<file path="src/rtl/seg7_pkg.sv">
// seg7_pkg: shared seven-segment constants for the clock display path.
// Patterns are active-high, abcdefg order (bit 6 = a ... bit 0 = g).
package seg7_pkg;

  // Segment bit positions within a 7-bit pattern.
  localparam int unsigned SEG_A = 6;
  localparam int unsigned SEG_B = 5;
  localparam int unsigned SEG_C = 4;
  localparam int unsigned SEG_D = 3;
  localparam int unsigned SEG_E = 2;
  localparam int unsigned SEG_F = 1;
  localparam int unsigned SEG_G = 0;

  // Digit patterns, abcdefg.
  localparam logic [6:0] SEG_0 = 7'b1111110;
  localparam logic [6:0] SEG_1 = 7'b0110000;
  localparam logic [6:0] SEG_2 = 7'b1101101;
  localparam logic [6:0] SEG_3 = 7'b1111001;
  localparam logic [6:0] SEG_4 = 7'b0110011;
  localparam logic [6:0] SEG_5 = 7'b1011011;
  localparam logic [6:0] SEG_6 = 7'b1011111;
  localparam logic [6:0] SEG_7 = 7'b1110000;
  localparam logic [6:0] SEG_8 = 7'b1111111;
  localparam logic [6:0] SEG_9 = 7'b1111011;

  localparam logic [6:0] SEG_BLANK = 7'b0000000;
  localparam logic [6:0] SEG_DASH  = 7'b0000001;  // segment g only

endpackage

</file>
<file path="src/rtl/seg7_lut.sv">
// seg7_lut: combinational BCD digit -> active-high segment pattern.
// Ports:
//   bcd     - 4-bit digit; 0-9 decode, 10-15 are invalid
//   pattern - abcdefg pattern, active-high; invalid codes give blank or dash
module seg7_lut
  import seg7_pkg::*;
#(
  parameter bit INVALID_DASH = 1'b0
) (
  input  logic [3:0] bcd,
  output logic [6:0] pattern
);

  always_comb begin
    pattern = SEG_BLANK;
    unique case (bcd)
      4'd0:    pattern = SEG_0;
      4'd1:    pattern = SEG_1;
      4'd2:    pattern = SEG_2;
      4'd3:    pattern = SEG_3;
      4'd4:    pattern = SEG_4;
      4'd5:    pattern = SEG_5;
      4'd6:    pattern = SEG_6;
      4'd7:    pattern = SEG_7;
      4'd8:    pattern = SEG_8;
      4'd9:    pattern = SEG_9;
      default: pattern = INVALID_DASH ? SEG_DASH : SEG_BLANK;
    endcase
  end

endmodule

</file>
<file path="src/rtl/bcd_to_7seg.sv">
// bcd_to_7seg: registered BCD-to-seven-segment decoder, one clock latency.
// Ports:
//   clk - system clock, rising edge
//   rst - synchronous active-high reset; drives the blank pattern
//   bcd - BCD digit (0-9 valid, 10-15 invalid)
//   seg - registered segment drive, seg[6]=a ... seg[0]=g
// Parameters:
//   ACTIVE_LOW   - 1 inverts every output (including reset/blank) for common anode
//   INVALID_DASH - 1 shows a dash for invalid codes, 0 blanks them
module bcd_to_7seg
  import seg7_pkg::*;
#(
  parameter bit ACTIVE_LOW   = 1'b0,
  parameter bit INVALID_DASH = 1'b0
) (
  input  logic       clk,
  input  logic       rst,
  input  logic [3:0] bcd,
  output logic [6:0] seg
);

  localparam logic [6:0] POL_MASK = ACTIVE_LOW ? '1 : '0;

  logic [6:0] pattern;
  logic [6:0] seg_d;
  logic [6:0] seg_q;

  seg7_lut #(
    .INVALID_DASH(INVALID_DASH)
  ) u_lut (
    .bcd    (bcd),
    .pattern(pattern)
  );

  // Reset selects blank before the polarity XOR so blank inverts too.
  always_comb begin
    seg_d = (rst ? SEG_BLANK : pattern) ^ POL_MASK;
  end

  always_ff @(posedge clk) begin
    seg_q <= seg_d;
  end

  assign seg = seg_q;

endmodule

</file>
<file path="config.mk">
export PLATFORM = sky130hd
export DESIGN_NAME = bcd_to_7seg
export DESIGN_NICKNAME = d
export VERILOG_FILES = /design/src/rtl/seg7_pkg.sv /design/src/rtl/seg7_lut.sv /design/src/rtl/bcd_to_7seg.sv
export SDC_FILE = /design/constraint.sdc
export NUM_CORES = 1
export LEC_CHECK = 0
export ABC_AREA = 1
export CORE_AREA = 2 2 39 41
export DETAILED_ROUTE_END_ITERATION = 8
export DIE_AREA = 0 0 41 43
export PLACE_DENSITY = 0.61
export SETUP_SLACK_MARGIN = 0.05
export SYNTH_ARGS = -nofsm -noshare
export SYNTH_HDL_FRONTEND = slang
export SYNTH_SLANG_ARGS = --single-unit
</file>
<file path="constraint.sdc">
create_clock -name clk -period 1 [get_ports clk]
set_clock_uncertainty 0.1 [all_clocks]
set_input_delay 0.3 -clock clk [delete_from_list [all_inputs] [get_ports clk]]
set_output_delay 0.3 -clock clk [all_outputs]
set_load 0.02 [all_outputs]
</file>
==> results of run 1 <==
## cell type report
class | instances | area (um^2) | area share, %
multi-input combinational | 32 | 215 | 34.5
inverter | 7 | 46.3 | 7.43
tap | 16 | 20.0 | 3.21
sequential | 7 | 149 | 23.9
timing repair buffer | 16 | 166 | 26.7
clock buffer | 4 | 26.3 | 4.22
## Yosys cell counts
cell type | count | area [um^2]
ha_1 | 6 | 75.1
dfxtp_1 | 7 | 140
inv_2 | 1 | 3.75
inv_1 | 6 | 22.5
nand3_2 | 1 | 10.0
nand2_1 | 18 | 67.6
a21oi_1 | 7 | 35.0
## power breakdown
part | total (uW) | internal (uW) | switching [uW]
clock | 247 | 152 | 95.4
combinational | 188 | 93.0 | 94.5
sequential | 309 | 301 | 7.36
## layout by cell type (no fill, tap or decap), drive strengths merged
cell and instances:
nand2 18, nand3 1, ha 6, a21oi 7, dfxtp 7, clkbuf 5
dlygate4sd2 2, buf 13, inv 7
## cells by family (layout without fill, tap and decap cells)
kind of cell	after synthesis	after routing	share of synthesized area [%]
adder cells (fa/ha/maj)	6	6	21.2
buffers and inverters	7	27	7.42
AO/OA/AOI/OAI	7	7	9.89
flip-flops	7	7	39.6
AND/OR/NAND/NOR	19	19	21.9
## layer usage
metal,part of all wire [%],up-vias,global-route usage (%)
li1,-,181,-
met4,0,0,10.0
met3,7.4,0,1.57
met2,55,15,15.9
met1,38,145,8.95
met5,0,-,0
## path summary, 6_finish.rpt
| path | slack [ns] | endpoint | cells past startpoint | start |
|---|---|---|---|---|
| setup / recovery | -0.08 | seg[4] | 1 | seg[4] |
| hold / removal | 0.30 | seg[5] | 4 | bcd[2] |
## stage by stage
stage | instance area (um^2) | hold WS (ns) | setup WS [ns]
after detailed placement | 559 | 0.904 | -0.728
after floorplan | 389 | 0.269 | 0.0261
after global routing | 623 | 0.325 | -0.108
after CTS | 603 | 0.379 | -0.0888
after global placement | 559 | 0.908 | -0.671
final | 623 | 0.303 | -0.0763
## timing repair
action | in CTS | in global routing
pin swaps | 4 | 4
buffers inserted | 0 | 1
hold buffers | 0 | 0
endpoints found under the setup margin | 14 | 13
resized for setup | 63 | 12
==> metrics.txt, run 1 <==
max_cap viols=0; slowest CP cell=dfxtp_2; Req. time, crit path=0.60 ns; Routed wire per std cell=8.56 um; starting density of the core=25.6%; final std cells w/o fill=82; Tmin final=1.08 ns; DRT antenna net count=0; crit path launch type=flop; deepest clock path buffer count=2; Worst Hold Class=input port to flop; Die X=41 um; highest clock rate=0.929 GHz; leakage power=0.000305 uW; part of the cycle the worst path needs=108%; Util after Layout=45.0%; initial DRC count=3; largest net degree at the start of global routing=8; CTS sink cnt=7; Final Hold Fails=0; clk root buf=clkbuf_4; WP buf/inv=1; Port Buf Inserts=12; global-route wire length before repair=1100 um; initial antenna violation count=0; Layout area overhead=76.0%; # rows=14; synth unique cells=7; dpl cells=78; n_diodes=0; crit path DAT=0.68 ns; VDD IR max=0.311 mV; fin. max-slew vios=0; vias in the first global route=279; I/O pin total=13; Synth Area per Inst=7.70 um^2; core area=1380 um^2; max FFs per register=7; worst-margin pin slew=0.282 ns; headroom to the max-slew limit=81.2%; CTS tree=built; Worst-path clk slew=0.05 ns; setup TNS=-0.520 ns; Die ar.=1760 um^2; cell family with most CP delay=flip-flops; die extent in y=43 um; Vias/cell=4.16; Synth Cell Area=354 um^2; layout net count=79; Synth Instances=46; HPWL after detailed placement=554 um; status=finished with violations; Fillers=134; max incr delay on CP=0.31 ns; final wirelength=702 um; synthesized flop and latch total=7; Initial DRT Pass Iterations=4; routed vias=341; register area share after synthesis=39.6%; pwr dens=1190 nW/um^2; setup violators final=7; Routability Congestion=0.681; Final Power=743 uW; Worst Setup Slack, final=-0.0763 ns; Post-Syn Nets=58; # DRC=0; maximum fanout along the worst path=1; RSZ-0062 raised after global routing=yes; failing checks=setup timing; CP Cell Sequence=buf_6; grt total ovfl=0; endpoint type of the worst setup path=primary output; Total GRT Usage=9.72%; number of buffers created by CTS=3; Yosys warning total=0; htree depth=1; proportion of layout cells with a drive suffix above 1=54.5%; WS Path Type=flop to primary output
Note: power is estimated with default switching activity, not from simulation.
==> run 2: changes to the inputs <==
--- a/config.mk
+++ b/config.mk
@@ -9,6 +9,7 @@
 export CORE_AREA = 2 2 39 41
 export DETAILED_ROUTE_END_ITERATION = 8
 export DIE_AREA = 0 0 41 43
+export MAX_ROUTING_LAYER = met4
 export PLACE_DENSITY = 0.61
 export SETUP_SLACK_MARGIN = 0.05
 export SYNTH_ARGS = -nofsm -noshare
==> results of run 2 <==
No change in the layout: final DEF, timing and power equal those of run 1.
Main changes from that run: final weighted congestion in routability-driven placement 0.681 -> 0.688; overall routing resource usage 9.72% -> 9.96%
